### config.mk
export PLATFORM = sky130hd
export DESIGN_NAME = simple_timer
export DESIGN_NICKNAME = d
export VERILOG_FILES = /design/src/rtl/simple_timer.sv
export SDC_FILE = /design/constraint.sdc
export NUM_CORES = 1
export LEC_CHECK = 0
export BUFFER_PORTS_ARGS = -buffer_cell sky130_fd_sc_hd__clkbuf_2
export CAP_MARGIN = 20
export CORE_ASPECT_RATIO = 1.5
export CORE_MARGIN = 4
export CORE_UTILIZATION = 30
export CTS_BUF_LIST = sky130_fd_sc_hd__clkbuf_8
export CTS_CLUSTER_DIAMETER = 120
export CTS_CLUSTER_SIZE = 16
export DETAILED_ROUTE_END_ITERATION = 16
export PLACE_DENSITY_LB_ADDON = 0.05
export SETUP_SLACK_MARGIN = 0.3
export SYNTH_ARGS = -nofsm -noshare
export SYNTH_HDL_FRONTEND = slang
export SYNTH_SLANG_ARGS = --single-unit
### constraint.sdc
create_clock -name clk -period 3 [get_ports clk]
set_input_delay 0.3 -clock clk [delete_from_list [all_inputs] [get_ports clk]]
set_output_delay 0.3 -clock clk [all_outputs]
set_load 0.01 [all_outputs]
### src/rtl/simple_timer.sv
// Loadable countdown timer with one-shot and auto-reload modes.
// A registered done pulse marks each expiry; busy is decoded from the state register.
module simple_timer #(
  parameter int WIDTH = 8
) (
  input  logic             clk,
  input  logic             rst_n,
  input  logic             set,
  input  logic [WIDTH-1:0] din,
  input  logic             start,
  input  logic             ena,
  input  logic             periodic,
  output logic [WIDTH-1:0] counter,
  output logic             busy,
  output logic             done
);

  typedef enum logic {
    IDLE = 1'b0,
    RUN  = 1'b1
  } state_t;

  state_t           r_state;
  logic [WIDTH-1:0] r_reload;
  logic [WIDTH-1:0] r_counter;
  logic             r_done;

  logic             w_reload_zero;
  logic             w_last;

  assign w_reload_zero = (r_reload == '0);
  // Counter never sits at 0 while running, so "<= 1" is the expiry condition.
  assign w_last        = (r_counter <= WIDTH'(1));

  always_ff @(posedge clk or negedge rst_n) begin
    if (!rst_n) begin
      r_state   <= IDLE;
      r_reload  <= '0;
      r_counter <= '0;
      r_done    <= 1'b0;
    end else begin
      r_done <= 1'b0;
      if (set) begin
        r_reload  <= din;
        r_counter <= din;
        r_state   <= IDLE;
      end else if (start) begin
        if (w_reload_zero) begin
          r_counter <= '0;
          r_state   <= IDLE;
          r_done    <= 1'b1;
        end else begin
          r_counter <= r_reload;
          r_state   <= RUN;
        end
      end else if (r_state == RUN && ena) begin
        if (!w_last) begin
          r_counter <= r_counter - WIDTH'(1);
        end else begin
          r_done <= 1'b1;
          // periodic only matters here, at the expiry edge.
          if (periodic) begin
            r_counter <= r_reload;
          end else begin
            r_counter <= '0;
            r_state   <= IDLE;
          end
        end
      end
    end
  end

  assign counter = r_counter;
  assign busy    = (r_state == RUN);
  assign done    = r_done;

endmodule

==> flow_metrics.tcl <==
set metrics [dict create \
    status "finished, violations left" \
    violations "negative hold slack" \
    period_needed_ps 2140 \
    cts_max_level 1 \
    cts_tree "done" \
    grtUsageMet3_pct 2.20 \
    fmax_mhz 467 \
    netSwitchingFraction_pct 30.8 \
    antenna_found_initial 0 \
    synth_async_sr_flop_share_pct 100 \
    clk_latency_ps 260 \
    grt_use_total_pct 13.9 \
    die_h_um 81.4 \
    finalHoldViolCount 13 \
    worst_pin_slew_ps 568 \
    core_area_um2 3450 \
    synthCells 114 \
    drive_above_1_share_pct 30.1 \
    slew_viol_final 0 \
    finalSetupViolCount 0 \
    die_w_um 57.0 \
    grt_overflow 0 \
    period_share_pct 71.3 \
    postSynthNetCount 130 \
    synth_area_leaders "dfrtp_1 42%, o21ai_0 4.2%, mux2_2 4.2%, nand2_1 4.2%, inv_1 3.1%" \
    firstDrtPassIters 4 \
    num_io_pins 24 \
    busiest_layer "met2" \
    crit_path_max_incr_delay_ps 660 \
    wirelength_um 2940 \
    synth_edf_count 0 \
    avgSynthCellArea_um2 9.46 \
    setup_tns_ps 0 \
    cts_resized 0 \
    yosysSeqAreaShare_pct 41.8 \
    whs_ps -3.23 \
    postCtsSetupRepairBufs 0 \
    io_buffers 23 \
    synth_top_cell_by_area "dfrtp_1" \
    cts_made_buffers 3 \
    worstPathArrival_ps 2330 \
    final.setup_skew_ps 3.48 \
    grt_max_degree 27 \
    yosys_warnings 0 \
    criticalPathCategory "register to register" \
    p_per_area_nw_per_um2 495 \
    power_leakage_nw 0.569 \
    fin_nets 153 \
    cp.required_ps 3190 \
    die_area_um2 4640 \
    area.growth.synth_to_final_pct 18.8 \
    fillers 392 \
    max-cap-violations 0 \
    cts_hold_buf 0 \
    post-route-drc-count 0 \
    clock_path_buffers 2 \
    hp-class "input port to async pin" \
    critPathTopFamily "simple AND/OR/NAND/NOR gates" \
    yosys.area.top_type_share_pct 41.8 \
    vias_per_cell 5.40 \
    slew_headroom_pct 62.0 \
    cts_sinks 18 \
    cp_cell_sequence "inv_1, ha_1, nor2_1, nor3_4, or4_2, nand3_1" \
    critPathMaxFanout 9 \
    grt_use_met1_pct 17.4 \
    grt_pass1_wl_um 5000 \
    p_int_mw 0.440 \
    vdd_drop_max_mv 0.165 \
    ys_ff_latch 18 \
    synth_area_um2 1080 \
    clk_pin_slew_worst_paths_ps 70 \
    wire_per_inst_um 16.5 \
    start_kind "register" \
    initial_core_util_pct 31.3 \
    p_seq_share_pct 47.4 \
    first_global_vias 1022 \
    dp_hpwl_um 2320 \
    cts_root_buffer "clkbuf_8" \
    rsz0062_at_grt "no" \
    place_congestion 0.763 \
    antenna_left 0 \
    endpoint_kind "register" \
    p_clk_share_pct 31.5 \
    use_met2_pct 23.7 \
    netSwitchingPower_mw 0.195 \
    rows 26 \
    total_power_mw 0.635 \
    num_vias 961 \
    slowest_stage "or4_2" \
    synthFlopType "dfrtp_1" \
    antennaDiodeCount 0 \
    synth.distinct_cells 37 \
    detail_route.iter0.violations 26 \
    crit_buf_inv 1 \
    power_frac_comb_pct 21.1 \
]
registers in the layout, summed over array words and instances (netlist names):
register	count
r_reload	8
counter	8
busy	1
done	1
worst register-to-register path, stage by stage, from the launching register on:
cell and delay (ps):
dfrtp_1 480, inv_1 90, ha_1 220, nor2_1 390, nor3_4 130, or4_2 660
nand3_1 100
worst paths after layout:
kind	start	to	slack (ps)	cells after the start
worst min register to register	r_reload[2]$_DFFE_PN0P_	counter[2]$_DFFE_PN0P_	540	2
worst max-delay path	counter[0]$_DFFE_PN0P_	counter[2]$_DFFE_PN0P_	860	6
max in group asynchronous	rst_n	done$_DFF_PN0_	2670	1
worst max register to register	counter[0]$_DFFE_PN0P_	counter[2]$_DFFE_PN0P_	860	6
min in group clk	din[4]	r_reload[4]$_DFFE_PN0P_	270	3
worst min-delay path	rst_n	counter[7]$_DFFE_PN0P_	-3	1
cell usage in the layout (no fill, tap or decap), types with 3 or more instances in the layout:
cell       n
nand2_1   12
a21oi_1    5
dfrtp_1   18
clkbuf_2  23
nor2_1     4
inv_1      9
nand3_1    6
mux2_2     4
nor4_1     3
clkbuf_8   4
or4_1      4
o21ai_0    9
per-layer routing:
metal,wire (um),up-vias
met3,115,9
met4,72,0
met2,1490,25
met1,1260,450
met5,0,-
li1,-,477
power groups by stage:
stage               Clock, mW  Sequential, mW  Combinational (mW)
floorplan                   0           0.301              0.0827
global placement            0           0.305               0.136
detailed placement          0           0.305               0.136
CTS                     0.208           0.300               0.137
global route            0.219           0.306               0.152
finish                  0.200           0.301               0.134
cell usage after synthesis, types with 3 or more instances:
master    number
dfrtp_1       18
nand2_1       12
inv_1          9
o21ai_0        9
nand3_1        6
a21oi_1        5
clkbuf_1       4
mux2_2         4
nor2_1         4
or4_1          4
nor4_1         3
layout make-up:
class	count	area (um^2)	area share (%)
Inverter	9	33.8	2.64
Clock buffer	4	55.1	4.30
Tap cell	42	52.6	4.10
Timing Repair Buffer	23	115	8.98
Sequential cell	18	450	35.2
Multi-Input combinational cell	82	574	44.8
kinds of logic (layout without fill, tap and decap cells):
group	after synthesis	count (layout)	share of synthesized area [%]
and+or+nand+nor	45	45	25.2
AOI/OAI and AO/OA	31	31	21.6
DFF	18	18	41.8
buffers and inverters	14	36	4.99
muxes	4	4	4.18
adders and majority gates	2	2	2.32
per-stage QoR:
step / utilization (%) / std cells / area (um^2) / worst slack, ps
global route: 37.2 / 178 / 1280 / 660
detailed placement: 35.6 / 174 / 1230 / 873
finish: 37.2 / 178 / 1280 / 860
floorplan: - / 114 / 1080 / 976
global placement: 35.6 / 174 / 1230 / 937
CTS: 37.2 / 178 / 1280 / 857
Power figures use the tool's default switching activity.
